### config.mk
export PLATFORM = sky130hd
export DESIGN_NAME = cache_2way_ctrl_flat
export DESIGN_NICKNAME = d
export VERILOG_FILES = /design/src/rtl/cache_2way_ctrl_if.sv /design/src/rtl/cache_2way_ctrl.sv /design/src/flat_wrapper.sv
export SDC_FILE = /design/constraint.sdc
export NUM_CORES = 1
export LEC_CHECK = 0
export BUFFER_PORTS_ARGS = -buffer_cell sky130_fd_sc_hd__buf_2
export CELL_PAD_IN_SITES_DETAIL_PLACEMENT = 2
export CELL_PAD_IN_SITES_GLOBAL_PLACEMENT = 2
export CORE_ASPECT_RATIO = 1.25
export CORE_MARGIN = 2
export CORE_UTILIZATION = 46
export CTS_CLUSTER_DIAMETER = 50
export DETAILED_ROUTE_END_ITERATION = 8
export MAX_ROUTING_LAYER = met4
export PLACE_DENSITY_LB_ADDON = 0.1
export SETUP_SLACK_MARGIN = 0.15
export SLEW_MARGIN = 20
export SYNTH_ARGS = -nofsm -noshare
export SYNTH_HDL_FRONTEND = slang
export SYNTH_SLANG_ARGS = --single-unit
### constraint.sdc
create_clock -name clock -period 4.7 [get_ports clock]
set_input_delay 0.94 -clock clock [delete_from_list [all_inputs] [get_ports clock]]
set_output_delay 0.94 -clock clock [all_outputs]
set_load 0.03 [all_outputs]
### src/rtl/cache_2way_ctrl_if.sv
// User-side request/response and backing-memory handshake bundle for cache_2way_ctrl.
// The controller attaches to the slave modport; the environment drives the master side.
interface cache_2way_ctrl_if #(
  parameter int ADDR_W = 8,
  parameter int DATA_W = 8
) ();
  logic              cpu_req;
  logic              cpu_wren;
  logic [ADDR_W-1:0] cpu_addr;
  logic [DATA_W-1:0] cpu_wdata;
  logic              cpu_ready;
  logic              cpu_done;
  logic              cpu_hit;
  logic [DATA_W-1:0] cpu_rdata;

  logic              mem_req;
  logic              mem_wren;
  logic [ADDR_W-1:0] mem_addr;
  logic [DATA_W-1:0] mem_wdata;
  logic [DATA_W-1:0] mem_rdata;
  logic              mem_ack;

  modport slave (
    input  cpu_req, cpu_wren, cpu_addr, cpu_wdata, mem_rdata, mem_ack,
    output cpu_ready, cpu_done, cpu_hit, cpu_rdata, mem_req, mem_wren, mem_addr, mem_wdata
  );

  modport master (
    output cpu_req, cpu_wren, cpu_addr, cpu_wdata, mem_rdata, mem_ack,
    input  cpu_ready, cpu_done, cpu_hit, cpu_rdata, mem_req, mem_wren, mem_addr, mem_wdata
  );
endinterface

### src/rtl/cache_2way_ctrl.sv
// 2-way set-associative write-back/write-allocate cache controller, LRU replacement.
// Optional hit/miss statistics counters are built when CACHE_STATS_EN is defined.
module cache_2way_ctrl #(
  parameter int ADDR_W = 8,
  parameter int DATA_W = 8,
  parameter int SETS   = 4
) (
  input  logic              clock,
  input  logic              reset_n,
  cache_2way_ctrl_if.slave  bus
`ifdef CACHE_STATS_EN
  ,
  output logic [15:0]       hit_count,
  output logic [15:0]       miss_count
`endif
);

  localparam int INDEX_W = $clog2(SETS);
  localparam int TAG_W   = ADDR_W - INDEX_W;

  typedef enum logic [2:0] {IDLE, LOOKUP, WRITEBACK, FILL, RESPOND} state_t;

  state_t state, next_state;

  // Tag/data storage is never reset; only the valid bits qualify it.
  logic [TAG_W-1:0]  tag_mem  [2][SETS];
  logic [DATA_W-1:0] data_mem [2][SETS];
  logic [1:0][SETS-1:0] valid_q;
  logic [1:0][SETS-1:0] dirty_q;
  logic [SETS-1:0]      lru_q;    // way to evict next in each set
  logic                 victim_q;

  logic [ADDR_W-1:0] req_addr;
  logic              req_wren;
  logic [DATA_W-1:0] req_wdata;

  logic [INDEX_W-1:0] req_idx;
  logic [TAG_W-1:0]   req_tag;
  logic               hit0, hit1, hit, hit_way;
  logic               victim_sel, victim_dirty;
  logic               mem_fire;

  function automatic logic [15:0] sat_inc(input logic [15:0] v);
    return (v == 16'hFFFF) ? v : v + 16'd1;
  endfunction

  assign req_idx = req_addr[INDEX_W-1:0];
  assign req_tag = req_addr[ADDR_W-1:INDEX_W];

  assign bus.cpu_ready = (state == IDLE);
  assign mem_fire      = bus.mem_req & bus.mem_ack;

  always_comb begin
    hit0         = valid_q[0][req_idx] && (tag_mem[0][req_idx] == req_tag);
    hit1         = valid_q[1][req_idx] && (tag_mem[1][req_idx] == req_tag);
    hit          = hit0 | hit1;
    hit_way      = hit1;
    victim_sel   = !valid_q[0][req_idx] ? 1'b0 :
                   !valid_q[1][req_idx] ? 1'b1 : lru_q[req_idx];
    victim_dirty = valid_q[victim_sel][req_idx] && dirty_q[victim_sel][req_idx];
  end

  always_ff @(posedge clock or negedge reset_n) begin
    if (!reset_n) state <= IDLE;
    else          state <= next_state;
  end

  always_comb begin
    next_state = state;
    case (state)
      IDLE:      if (bus.cpu_req) next_state = LOOKUP;
      LOOKUP:    next_state = hit ? IDLE : (victim_dirty ? WRITEBACK : FILL);
      WRITEBACK: if (mem_fire) next_state = FILL;
      FILL:      if (mem_fire) next_state = RESPOND;
      RESPOND:   next_state = IDLE;
      default:   next_state = IDLE;
    endcase
  end

  // Request capture and line storage (no reset).
  always_ff @(posedge clock) begin
    if (state == IDLE && bus.cpu_req) begin
      req_addr  <= bus.cpu_addr;
      req_wren  <= bus.cpu_wren;
      req_wdata <= bus.cpu_wdata;
    end
    if (state == LOOKUP && hit && req_wren)
      data_mem[hit_way][req_idx] <= req_wdata;
    if (state == FILL && mem_fire) begin
      data_mem[victim_q][req_idx] <= bus.mem_rdata;
      tag_mem[victim_q][req_idx]  <= req_tag;
    end
    if (state == RESPOND && req_wren)
      data_mem[victim_q][req_idx] <= req_wdata;
  end

  // Line status, memory handshake and user response registers.
  always_ff @(posedge clock or negedge reset_n) begin
    if (!reset_n) begin
      valid_q       <= '0;
      dirty_q       <= '0;
      lru_q         <= '0;
      victim_q      <= 1'b0;
      bus.cpu_done  <= 1'b0;
      bus.cpu_hit   <= 1'b0;
      bus.cpu_rdata <= '0;
      bus.mem_req   <= 1'b0;
      bus.mem_wren  <= 1'b0;
      bus.mem_addr  <= '0;
      bus.mem_wdata <= '0;
`ifdef CACHE_STATS_EN
      hit_count     <= '0;
      miss_count    <= '0;
`endif
    end else begin
      bus.cpu_done <= 1'b0;
      case (state)
        LOOKUP: begin
          if (hit) begin
            if (req_wren) dirty_q[hit_way][req_idx] <= 1'b1;
            lru_q[req_idx] <= ~hit_way;
            bus.cpu_done   <= 1'b1;
            bus.cpu_hit    <= 1'b1;
            bus.cpu_rdata  <= req_wren ? req_wdata : data_mem[hit_way][req_idx];
`ifdef CACHE_STATS_EN
            hit_count      <= sat_inc(hit_count);
`endif
          end else begin
            victim_q    <= victim_sel;
            bus.mem_req <= 1'b1;
            if (victim_dirty) begin
              bus.mem_wren  <= 1'b1;
              bus.mem_addr  <= {tag_mem[victim_sel][req_idx], req_idx};
              bus.mem_wdata <= data_mem[victim_sel][req_idx];
            end else begin
              bus.mem_wren <= 1'b0;
              bus.mem_addr <= req_addr;
            end
          end
        end
        WRITEBACK: begin
          // Drop the request for one cycle so the fill is a distinct transaction.
          if (mem_fire) begin
            bus.mem_req  <= 1'b0;
            bus.mem_wren <= 1'b0;
            bus.mem_addr <= req_addr;
          end
        end
        FILL: begin
          if (mem_fire) begin
            bus.mem_req                <= 1'b0;
            valid_q[victim_q][req_idx] <= 1'b1;
            dirty_q[victim_q][req_idx] <= 1'b0;
          end else begin
            bus.mem_req <= 1'b1;
          end
        end
        RESPOND: begin
          if (req_wren) dirty_q[victim_q][req_idx] <= 1'b1;
          lru_q[req_idx] <= ~victim_q;
          bus.cpu_done   <= 1'b1;
          bus.cpu_hit    <= 1'b0;
          bus.cpu_rdata  <= req_wren ? req_wdata : data_mem[victim_q][req_idx];
`ifdef CACHE_STATS_EN
          miss_count     <= sat_inc(miss_count);
`endif
        end
        default: ;
      endcase
    end
  end

endmodule

### src/flat_wrapper.sv
// flat-port wrapper written by rule: the top's interface ports become plain ports
module cache_2way_ctrl_flat 
#(
  parameter int ADDR_W = 8,
  parameter int DATA_W = 8,
  parameter int SETS   = 4
)
  (clock, reset_n, bus_cpu_req, bus_cpu_wren, bus_cpu_addr, bus_cpu_wdata, bus_mem_rdata, bus_mem_ack, bus_cpu_ready, bus_cpu_done, bus_cpu_hit, bus_cpu_rdata, bus_mem_req, bus_mem_wren, bus_mem_addr, bus_mem_wdata);
  cache_2way_ctrl_if #(.ADDR_W(ADDR_W), .DATA_W(DATA_W)) bus_i ();
  input  logic clock;
  input  logic reset_n;
  input wire logic [$bits(bus_i.cpu_req)-1:0] bus_cpu_req;
  input wire logic [$bits(bus_i.cpu_wren)-1:0] bus_cpu_wren;
  input wire logic [$bits(bus_i.cpu_addr)-1:0] bus_cpu_addr;
  input wire logic [$bits(bus_i.cpu_wdata)-1:0] bus_cpu_wdata;
  input wire logic [$bits(bus_i.mem_rdata)-1:0] bus_mem_rdata;
  input wire logic [$bits(bus_i.mem_ack)-1:0] bus_mem_ack;
  output wire logic [$bits(bus_i.cpu_ready)-1:0] bus_cpu_ready;
  output wire logic [$bits(bus_i.cpu_done)-1:0] bus_cpu_done;
  output wire logic [$bits(bus_i.cpu_hit)-1:0] bus_cpu_hit;
  output wire logic [$bits(bus_i.cpu_rdata)-1:0] bus_cpu_rdata;
  output wire logic [$bits(bus_i.mem_req)-1:0] bus_mem_req;
  output wire logic [$bits(bus_i.mem_wren)-1:0] bus_mem_wren;
  output wire logic [$bits(bus_i.mem_addr)-1:0] bus_mem_addr;
  output wire logic [$bits(bus_i.mem_wdata)-1:0] bus_mem_wdata;
  assign bus_i.cpu_req = bus_cpu_req;
  assign bus_i.cpu_wren = bus_cpu_wren;
  assign bus_i.cpu_addr = bus_cpu_addr;
  assign bus_i.cpu_wdata = bus_cpu_wdata;
  assign bus_i.mem_rdata = bus_mem_rdata;
  assign bus_i.mem_ack = bus_mem_ack;
  assign bus_cpu_ready = bus_i.cpu_ready;
  assign bus_cpu_done = bus_i.cpu_done;
  assign bus_cpu_hit = bus_i.cpu_hit;
  assign bus_cpu_rdata = bus_i.cpu_rdata;
  assign bus_mem_req = bus_i.mem_req;
  assign bus_mem_wren = bus_i.mem_wren;
  assign bus_mem_addr = bus_i.mem_addr;
  assign bus_mem_wdata = bus_i.mem_wdata;
  cache_2way_ctrl #(.ADDR_W(ADDR_W), .DATA_W(DATA_W), .SETS(SETS)) u_core (.clock(clock), .reset_n(reset_n), .bus(bus_i));
endmodule
### Word level (Yosys, flattened, before mapping)

Memories as Yosys holds them, arrays and structs flattened.
Index checks and enable logic that the tools add are counted.

* magnitude comparators: 9
* eq/ne operators: 13
* muxes and demuxes: 120
* bitwise logic cells: 43
* reductions and logical operators: 26

Operators by type and width (number)
* $mux W32: 5
* $mux W8: 17
* $mux W1: 52
* $bmux W8 S2: 3
* $mux W6: 7
* $bmux W6 S2: 3
* $or A1 B1 Y1: 33
* $pmux W8 S2: 2
* $reduce_or A32 Y1: 1
* $mux W4: 7
* $mux W24: 1
* $or A8 B8 Y8: 3
* $pmux W8 S3: 1
* $demux W8 S2: 1
* $demux W6 S2: 1
* $eq A6 B6 Y1: 2
* $logic_and A1 B1 Y1: 12
* $mux W3: 4
* $pmux W3 S4: 1
* $reduce_and A3 Y1: 4
* $bmux W1 S2: 5
* $ne A2 B1 Y1 const B: 5
* $and A8 B8 Y8: 1
* $bwmux W4: 2
* 24 further kinds: 38

* flip-flop bits (word level): 69
* memory bits (writable): 112
* input bits: 29
* output and inout bits: 29
* word-level logic and storage cells: 230
* memories kept: 2

Memories
* u_core.data_mem: depth 2, bits a word 32, rd ports 3, clocked after memory_dff 0, write ports 1, line cache_2way_ctrl.sv:27 `logic [DATA_W-1:0] data_mem [2][SETS];`
* u_core.tag_mem: depth 2, bits a word 24, rd ports 3, clocked after memory_dff 0, write ports 1, line cache_2way_ctrl.sv:26 `logic [TAG_W-1:0] tag_mem [2][SETS];`

### Logic depth before layout (Yosys ltp)

Gate-level depths: netlist of the first run.

* depth after elaboration: 14
* gate-level depth with buffers: 12
* depth with buffers taken out: 8

### Least setup slack after synthesis of the first run

Ideal clock, no wire load.

* kind: register -> register
* start: register u_core.req_addr[0]
* end: register u_core.bus.mem_addr[3]
* setup time: 128 ps
* arrival time: 2718 ps
* required time: 4572 ps
* setup slack: 1855 ps
* cell stages (with the launch flop): 10
* path buffers: 2
* period minus slack after synthesis: 2845 ps
* cell sequence: edfxtp_1 -> buf_6 -> mux4_2 -> and2_1 -> buf_6 -> a311o_1 -> and4_4 -> o21ai_2 -> mux2_2 -> mux2_1

* cells in the longest elaborated chain, start to end: 12
* elaborated cells between the ends (all ways): 38
* those cells by class: eq/ne (3); mux (28); bitwise (2); reduce/logical (4); memory (1)

Ends and longest elaborated chain
* start: declaration: line cache_2way_ctrl.sv:33 `logic [ADDR_W-1:0] req_addr;`
* start signal: assignment: line cache_2way_ctrl.sv:83 `req_addr <= bus.cpu_addr;`
* $bmux W1 S2, on equally long branches: line cache_2way_ctrl.sv:59, cache_2way_ctrl.sv:55
* $mux W1, on equally long branches: line cache_2way_ctrl.sv:59, cache_2way_ctrl.sv:55
* $mux W1: line cache_2way_ctrl.sv:59 `!valid_q[1][req_idx] ? 1'b1 : lru_q[req_idx];`
* $mux W1: line cache_2way_ctrl.sv:58 `victim_sel = !valid_q[0][req_idx] ? 1'b0 :`
* $mux W4 (not written as such) (2 in a row): line cache_2way_ctrl.sv:60 `victim_dirty = valid_q[victim_sel][req_idx] && dirty_q[victim_sel][req_idx];`
* $bmux W1 S2: line cache_2way_ctrl.sv:60
* $mux W1 (not written as such): line cache_2way_ctrl.sv:60
* $logic_and A1 B1 Y1: line cache_2way_ctrl.sv:60
* $mux W8: line cache_2way_ctrl.sv:131 `if (victim_dirty) begin`
* $mux W8: line cache_2way_ctrl.sv:119 `if (hit) begin`
* $pmux W8 S2: line cache_2way_ctrl.sv:117 `case (state)`
* end signal: assignment: line cache_2way_ctrl.sv:133 `bus.mem_addr <= {tag_mem[victim_sel][req_idx], req_idx};`
* end signal: assignment: line cache_2way_ctrl.sv:137 `bus.mem_addr <= req_addr;`
* end signal: assignment: line cache_2way_ctrl.sv:146 `bus.mem_addr <= req_addr;`
* end: declaration: line cache_2way_ctrl_if.sv:25 `output cpu_ready, cpu_done, cpu_hit, cpu_rdata, mem_req, mem_wren, mem_addr, mem_wdata`

Parallel ways exist; a longest one is shown, timed or not. The select of a mux whose other input is x is not followed.
A chain may end at the register's enable or synchronous reset.

### Worst setup path after layout of the first run

* start: register u_core.req_addr[0]
* end: register u_core.bus.mem_addr[0]

* cells in the longest elaborated chain, start to end: 9
* elaborated cells between the ends (all ways): 22
* those cells by class: eq/ne (3); mux (14); bitwise (2); reduce/logical (3)

Ends and longest elaborated chain
* $not A2 Y3 (not written as such): line cache_2way_ctrl.sv:54, cache_2way_ctrl.sv:55
* $bmux W6 S2, on equally long branches: line cache_2way_ctrl.sv:54, cache_2way_ctrl.sv:55
* $mux W6, on equally long branches (2 in a row): line cache_2way_ctrl.sv:54, cache_2way_ctrl.sv:55
* $eq A6 B6 Y1, on equally long branches: line cache_2way_ctrl.sv:54, cache_2way_ctrl.sv:55
* $logic_and A1 B1 Y1, on equally long branches: line cache_2way_ctrl.sv:54, cache_2way_ctrl.sv:55
* $or A1 B1 Y1: line cache_2way_ctrl.sv:56 `hit = hit0 | hit1;`
* $ne A2 B2 Y1 (no line)
* $reduce_and A3 Y1 (no line)

Parallel ways exist; a longest one is shown, timed or not. The select of a mux whose other input is x is not followed.

==> out/metrics.sh, run 1 <==
CRIT_CHAIN='buf_4, mux4_2, xor2_1, nor4_4, a41o_2, nor2b_2, or2_1, mux2_1'
CTS_INSERTED_BUFFERS=17
HTREEDEPTH=4
DIE-AREA_UM2=20500
SYNTH_ADDER_AREA_SHARE=0
TRITONCTS_CLOCK_TREE='built'
REGAREA_UM2=5170
SYNTH_COMPOUND_AREA_FRAC=0.0904
VIA_COUNT_OF_THE_FIRST_GLOBAL_ROUTING_PASS=6943
CTS-RESIZED-GATES=0
MUXSHAREOFSYNTHAREA=0.189
FINAL.SETUP.TNS_NS=0
CRITICAL_PATH.SLOWEST_CELL='sky130_fd_sc_hd__mux4_2'
HPWL_MM=20.0
FINALCRITICALPERIOD_NS=3.60
PRE_CTS_SETUP_SLACK_NS=1.11
POST_SYNTHESIS_NET_COUNT=702
FP.DIEW_UM=129
NETS=763
GRT_MAX_DEGREE=53
REQUIRED_TIME_WORST_ENDPOINT_NS=5.00
DETAILEDROUTE.FIRSTITERATIONVIOLATIONS=407
SYNTH_SEQ_CELLS=181
HOLD-PATH-ENDPOINT='u_core.bus.cpu_rdata[7]$_DFFE_PN0P_'
SKEW_NS=0.0115
WORSTREG2REGEND='u_core.bus.mem_addr[0]$_DFFE_PN0P_'
DRT.ANTENNA.VIOLATING_NETS=0
SETUP.WORST_PATH.START_CLASS='register'
WORST_SLEW_PIN_SLEW_NS=1.13
WORST_SETUP_HOLD_PATH_CLK_SLEW_NS=0.07
CLOCK.FMAX_GHz=0.278
WORST_HOLD_PATH.NUM_CELLS=1
RSZ0062_AT_GRT='no'
CTS.PATH.MAX_BUFFERS=2
CLK_LATENCY_NS=0.44
SYNTH_AREA_LEADERS='sky130_fd_sc_hd__edfxtp_1 (43%), sky130_fd_sc_hd__dfrtp_1 (15%), sky130_fd_sc_hd__mux2_2 (8.2%)'
DIE_Y_UM=160
YOSYS_WARNINGS=0
FINALMAXSLEWVIOLATIONS=0
POST_CTS_BUFFERS=0
GRT_UTIL_ALL_LAYERS=0.314
WL_MM=29.6
CP_MAX_FO=37
LAYOUT_COMMON_CELLS='sky130_fd_sc_hd__edfxtp_1 (129), sky130_fd_sc_hd__nand2_1 (102), sky130_fd_sc_hd__mux2_2 (65)'
FINALWORSTSETUPSLACK_NS=1.10
SYNTH-EDFF-COUNT=129
SYNTH_FLOP_CELL='sky130_fd_sc_hd__edfxtp_1'
FINALHOLDWORSTSLACK_NS=0.481
POWER.DENSITY_CELL_AREA_nW_PER_UM2=577
VIA_COUNT=6121
ANTENNA-DIODE-COUNT=0
VDD_DROP_MAX_uV=294
SYNTH_TOP_CELL_BY_AREA='sky130_fd_sc_hd__edfxtp_1'
SLEW_HEADROOM=0.243
PATH_DELAY_FAMILY='multiplexers'
SYNTH_SEQ_AREA_SHARE=0.580
POST-ROUTE-DRC-COUNT=0
OVERFLOW=0
SYNTH_XOR_AREA_FRAC=0.0147
AREA.GROWTH.SYNTH_TO_FINAL_PCT=12.8
POWER.LEAKAGE_nW=3.89
LAYOUT.CELLS.MOST_COMMON='sky130_fd_sc_hd__edfxtp_1'
SYN-MEAN-INSTANCE-AREA_UM2=13.2
DR.PASS1.ITERS=5
CTSHOLDBUFFERS=0
SYNTH_ASYNC_SR_FLOP_SHARE=0.287
VIASPERCELL=6.25
SYNTHDOMINANTCELLAREASHARE=0.435
SETUP_VIOLATIONS=0
HOLDCRITPATHCLASS='reg -> reg'
CRITICAL_PATH_CLASS='reg -> reg'
INITIAL_ANTENNA_VIOLATION_COUNT=0
ROOT_BUFFER='sky130_fd_sc_hd__clkbuf_16'
INITIAL_UTILIZATION=0.471
REG2REG_DEPTH=8
GRT_FIRST_PASS_WIRELENGTH_MM=44.9
SYNTH_TOP_FAMILY_BY_AREA='multiplexers'
HOLD_VIOL_FINAL=0
FILL_CELLS=1765
TIMING.MAX_CAP.VIOLATIONS=0
CLOCK-SINKS=181
ROUTEDWLPERCELL_UM=30.2
RESULT_OF_THE_RUN='finished, final reports clean'
CRIT_ARRIVAL_NS=3.91
FINAL_LAYOUT_SIZE_SUFFIX_GT1_FRAC=0.297
HOLD_START='u_core.bus.cpu_rdata[7]$_DFFE_PN0P_'
COREAREA_UM2=18900
MULTI_INPUT_AREA_UM2=3510
CORE.ROWCOUNT=56
POWER_W=0.00580
SYN-CELL-AREA_UM2=8910
GP_ROUTABILITY_CONGESTION=0.865
SYNTH_SIMPLE_GATE_AREA_SHARE=0.0981
TIMING.RR.START='u_core.req_addr[0]$_DFFE_PP_'
NUMPORTBUFFERS=57
CRITICAL-PATH-MAX-STAGE-DELAY_NS=0.61
PATH_BUF_INV=1
SYNTHCELLS=673
FLOORPLAN.IO_PINS=58
SYNTH_CELL_TYPES=53
SHARE_OF_THE_CLOCK_PERIOD_USED_BY_THE_WORST_PATH=0.766
END_KIND='register'
WORST-R2R-SETUP-SLACK_NS=1.10
-- cells by family after synthesis --
kind of cell | count (synthesis)
flip-flops | 181
AND/OR/NAND/NOR | 185
multiplexers | 119
AO/OA/AOI/OAI | 120
buffers and inverters | 53
XOR/XNOR | 15
-- through the flow --
step / area (um2) / utilization / cells
after floorplan: 8910 / - / 673
after global placement: 9510 / 0.503 / 947
after detailed placement: 9510 / 0.503 / 947
after CTS: 10100 / 0.531 / 979
after global routing: 10100 / 0.531 / 979
final: 10100 / 0.531 / 979
-- how the worst max path moves through the flow --
stage / endpoint / cells past startpoint / slack [ns] / start
after global placement: u_core.bus.mem_addr[6]$_DFFE_PN0P_ / 9 / 1.31 / u_core.req_addr[0]$_DFFE_PP_
after detailed placement: u_core.bus.mem_addr[3]$_DFFE_PN0P_ / 8 / 1.11 / u_core.req_addr[0]$_DFFE_PP_
after CTS: u_core.bus.mem_addr[0]$_DFFE_PN0P_ / 8 / 1.05 / u_core.req_addr[0]$_DFFE_PP_
after floorplan: u_core.bus.mem_addr[3]$_DFFE_PN0P_ / 9 / 1.85 / u_core.req_addr[0]$_DFFE_PP_
after global routing: u_core.bus.mem_addr[0]$_DFFE_PN0P_ / 8 / 0.87 / u_core.req_addr[0]$_DFFE_PP_
final: u_core.bus.mem_addr[0]$_DFFE_PN0P_ / 8 / 1.10 / u_core.req_addr[0]$_DFFE_PP_
-- report_power, final --
group	switching [W]	internal [W]	total [W]	leakage, nW
Sequential	0.000228	0.00202	0.00225	1.83
Combinational	0.00137	0.000819	0.00218	1.80
Clock	0.000644	0.000724	0.00137	0.265
-- worst reg2reg max path, delay by kind of cell, from the launching register on --
kind | cells | cell delay (ns)
muxes | 2 | 1.05
and+or+nand+nor | 3 | 0.86
buffers and inverters | 1 | 0.52
DFF | 1 | 0.45
AOI/OAI and AO/OA | 1 | 0.31
xor gates and xnor gates | 1 | 0.29
-- flip-flops by register name, indices dropped and copies added, names as in the netlist --
signal,flops
u_core.lru_q,4
u_core.req_wdata,8
u_core.victim_q,1
u_core.bus.mem_wdata,8
u_core.bus.cpu_done,1
u_core.bus.cpu_hit,1
u_core.bus.mem_req,1
u_core.req_addr,8
u_core.req_wren,1
u_core.bus.mem_addr,8
u_core.tag_mem,48
u_core.state,3
u_core.data_mem,64
u_core.bus.cpu_rdata,8
u_core.bus.mem_wren,1
u_core.valid_q,8
u_core.dirty_q,8
-- synthesized netlist by cell type, drive strengths merged (8+ instances only) --
cell type / count
o21ai: 8
or4: 8
a22oi: 17
dfrtp: 52
inv: 12
mux4: 30
xor2: 8
mux2i: 17
nor2b: 11
or2: 10
buf: 21
clkbuf: 19
nor2: 26
a22o: 11
nand2: 103
a21oi: 46
edfxtp: 129
mux2: 72
a21o: 11
-- area by class of cell --
cell class,instances,share of cell area
clock buffer,22,0.0472
clock inverter,10,0.00722
inverter,13,0.00485
multi-input combinational,439,0.349
sequential,181,0.515
tap,232,0.0289
timing repair buffer,82,0.0483
-- routing by layer --
metal / routed length [um] / GRT usage / up-vias
li1: - / - / 2659
met1: 11200 / 0.354 / 3202
met2: 16100 / 0.552 / 180
met3: 915 / 0.0412 / 80
met4: 1330 / 0.144 / 0
met5: 0 / - / -
Note: power is estimated with default switching activity, not from simulation.
==> inputs of run 2 (changes only) <==
- CORE_UTILIZATION: 46 -> 39
- clock period: 4.7 -> 3.3 ns (I/O delays scaled with it)
==> run 2 against run 1 <==
Effect of this change:
- power up 46%
- critical endpoint is now u_core.bus.mem_addr[7]$_DFFE_PN0P_
- die area increased by 17%
- routed wire length down 1.8%
- highest routed layer unchanged
- largest cell class unchanged
- critical path depth grew 1
- global-route usage fell by 6.2 points
- combinational power increased by 50%
==> out/metrics.sh, run 2 (same netlist as run 1, synthesis figures left out) <==
HOLD_VIOL_FINAL=0
REGAREA_UM2=5170
TOP_LAYER_USED='met4'
HTREEDEPTH=4
FINALWORSTSETUPSLACK_NS=0.149
VIA_COUNT=6175
FINAL_LAYOUT_SIZE_SUFFIX_GT1_FRAC=0.351
NETS=802
POWER.LEAKAGE_nW=4.17
FP.DIEW_UM=139
HPWL_MM=19.5
REQUIRED_TIME_WORST_ENDPOINT_NS=3.63
DIE-AREA_UM2=24100
INSTANCES_NO_FILL=1069
ROOT_BUFFER='sky130_fd_sc_hd__clkbuf_16'
FINALMAXSLEWVIOLATIONS=0
WORST_SETUP_HOLD_PATH_CLK_SLEW_NS=0.08
INITIAL_UTILIZATION=0.399
SKEW_NS=0.0155
CORE.ROWCOUNT=61
HOLDCRITPATHCLASS='in -> async'
SETUP.WORST_PATH.START_CLASS='register'
GP_ROUTABILITY_CONGESTION=0.866
DIE_Y_UM=173
SLEW_HEADROOM=0.463
NUMPORTBUFFERS=57
VDD_DROP_MAX_uV=424
GRT_FIRST_PASS_WIRELENGTH_MM=43.6
CRIT_ARRIVAL_NS=3.48
MET3WIRELENGTH_UM=629
RSZ0062_AT_GRT='yes'
POST-ROUTE-DRC-COUNT=0
WORST_SLEW_PIN_SLEW_NS=0.805
DESIGN_AREA_UM2=10600
GRT_MAX_DEGREE=53
WL_MM=29.0
FLOORPLAN.IO_PINS=58
MULTI_INPUT_AREA_UM2=3570
VIASPERCELL=5.78
TIMING.MAX_CAP.VIOLATIONS=0
AREA.GROWTH.SYNTH_TO_FINAL_PCT=18.9
CTS.PATH.MAX_BUFFERS=2
DRT.ANTENNA.VIOLATING_NETS=0
CP_MAX_FO=11
CLOCK.FMAX_GHz=0.317
PRE_CTS_SETUP_SLACK_NS=-0.0506
FINALHOLDWORSTSLACK_NS=0.353
FLIP_FLOP_COUNT_OF_THE_LARGEST_REGISTER_ALL_COPIES_AND_WORDS_ADDED=64
GRT_UTIL_ALL_LAYERS=0.253
SHARE_OF_THE_CLOCK_PERIOD_USED_BY_THE_WORST_PATH=0.955
DETAILED_PLACE.AREA_UM2=9770
FINALCRITICALPERIOD_NS=3.15
RESULT_OF_THE_RUN='finished, final reports clean'
DETAILEDROUTE.FIRSTITERATIONVIOLATIONS=351
ANTENNA-DIODE-COUNT=0
END_KIND='register'
DR.PASS1.ITERS=4
SETUP_VIOLATIONS=0
LAYOUT_COMMON_CELLS='sky130_fd_sc_hd__edfxtp_1 (129), sky130_fd_sc_hd__nand2_1 (101), sky130_fd_sc_hd__mux2_2 (65)'
MET2ROUTEDLENGTH_MM=16.4
VIA_COUNT_OF_THE_FIRST_GLOBAL_ROUTING_PASS=6859
DRT-MET1-WL_MM=11.5
DPL.CELL_COUNT=1018
POWER.DENSITY_CELL_AREA_nW_PER_UM2=800
MAX_FLOP_REGISTER='u_core.data_mem'
REG2REG_DEPTH=9
CLK_LATENCY_NS=0.45
CRITICAL_PATH_CLASS='reg -> reg'
COREAREA_UM2=22400
CLOCK-SINKS=181
OVERFLOW=0
CTS_INSERTED_BUFFERS=17
TRITONCTS_CLOCK_TREE='built'
ROUTEDWLPERCELL_UM=27.2
LAYOUT.CELLS.MOST_COMMON='sky130_fd_sc_hd__edfxtp_1'
TOP_REGISTERS='u_core.data_mem (64), u_core.tag_mem (48)'
FILL_CELLS=2181
INITIAL_ANTENNA_VIOLATION_COUNT=0
## run 2: per-stage QoR
stage,utilization,power [W],TNS (ns)
after global routing,0.474,0.00889,0
after CTS,0.463,0.00842,0
final,0.474,0.00848,0
after global placement,0.437,0.00622,0
after floorplan,-,0.00525,0
after detailed placement,0.437,0.00638,-0.116
## run 2: report_power, final
group | internal, W | switching [W] | leakage, nW | total, W
logic | 0.00134 | 0.00193 | 2.06 | 0.00326
registers | 0.00288 | 0.000333 | 1.83 | 0.00321
clock network | 0.00102 | 0.000988 | 0.285 | 0.00201
total | 0.00523 | 0.00325 | 4.17 | 0.00848
## run 2: per-layer routing
| layer | vias up | GRT usage |
|---|---|---|
| met4 | 0 | 0.0648 |
| li1 | 2744 | - |
| met5 | - | - |
| met1 | 3289 | 0.285 |
| met3 | 35 | 0.0352 |
| met2 | 107 | 0.468 |
## run 2: layout make-up
cell class / count / share of cell area
clock buffers: 18 / 0.0414
clock inverters: 14 / 0.0124
inverters: 13 / 0.00460
multi-input cells: 439 / 0.336
flip-flops and latches: 181 / 0.488
well taps: 283 / 0.0334
repair buffers: 121 / 0.0838
## run 2: worst max-delay path, cell delays in order (launching register included)
cell                       delay (ns)
sky130_fd_sc_hd__edfxtp_1        0.49
sky130_fd_sc_hd__buf_4           0.17
sky130_fd_sc_hd__mux4_1          0.55
sky130_fd_sc_hd__nand2b_4        0.19
sky130_fd_sc_hd__and2_4          0.20
sky130_fd_sc_hd__a311o_1         0.40
sky130_fd_sc_hd__and4_4          0.22
sky130_fd_sc_hd__o21ai_4         0.13
sky130_fd_sc_hd__mux2_2          0.37
sky130_fd_sc_hd__mux2_1          0.31
## run 2: path summary, 6_finish.rpt
check                                                    start                             endpoint  slack (ns)
setup / recovery                  u_core.req_addr[0]$_DFFE_PP_   u_core.bus.mem_addr[7]$_DFFE_PN0P_        0.15
hold / removal                                         reset_n  u_core.bus.cpu_rdata[5]$_DFFE_PN0P_        0.35
setup reg to reg                  u_core.req_addr[0]$_DFFE_PP_   u_core.bus.mem_addr[7]$_DFFE_PN0P_        0.15
hold reg to reg            u_core.bus.cpu_rdata[5]$_DFFE_PN0P_  u_core.bus.cpu_rdata[5]$_DFFE_PN0P_        0.48
max in group asynchronous                              reset_n  u_core.bus.cpu_rdata[4]$_DFFE_PN0P_        2.38
min in group clock                            bus_cpu_wdata[6]        u_core.req_wdata[6]$_DFFE_PP_        0.38
## run 2: repair_timing
| action | 4_1_cts | 5_1_grt |
|---|---|---|
| setup endpoints to repair | 53 | 81 |
| gates cloned | 0 | 0 |
| buffers inserted | 0 | 19 |
| pin swaps | 0 | 5 |
| endpoints found under the hold margin | 0 | 0 |
| resized for setup | 7 | 17 |
| hold buffers | 0 | 0 |
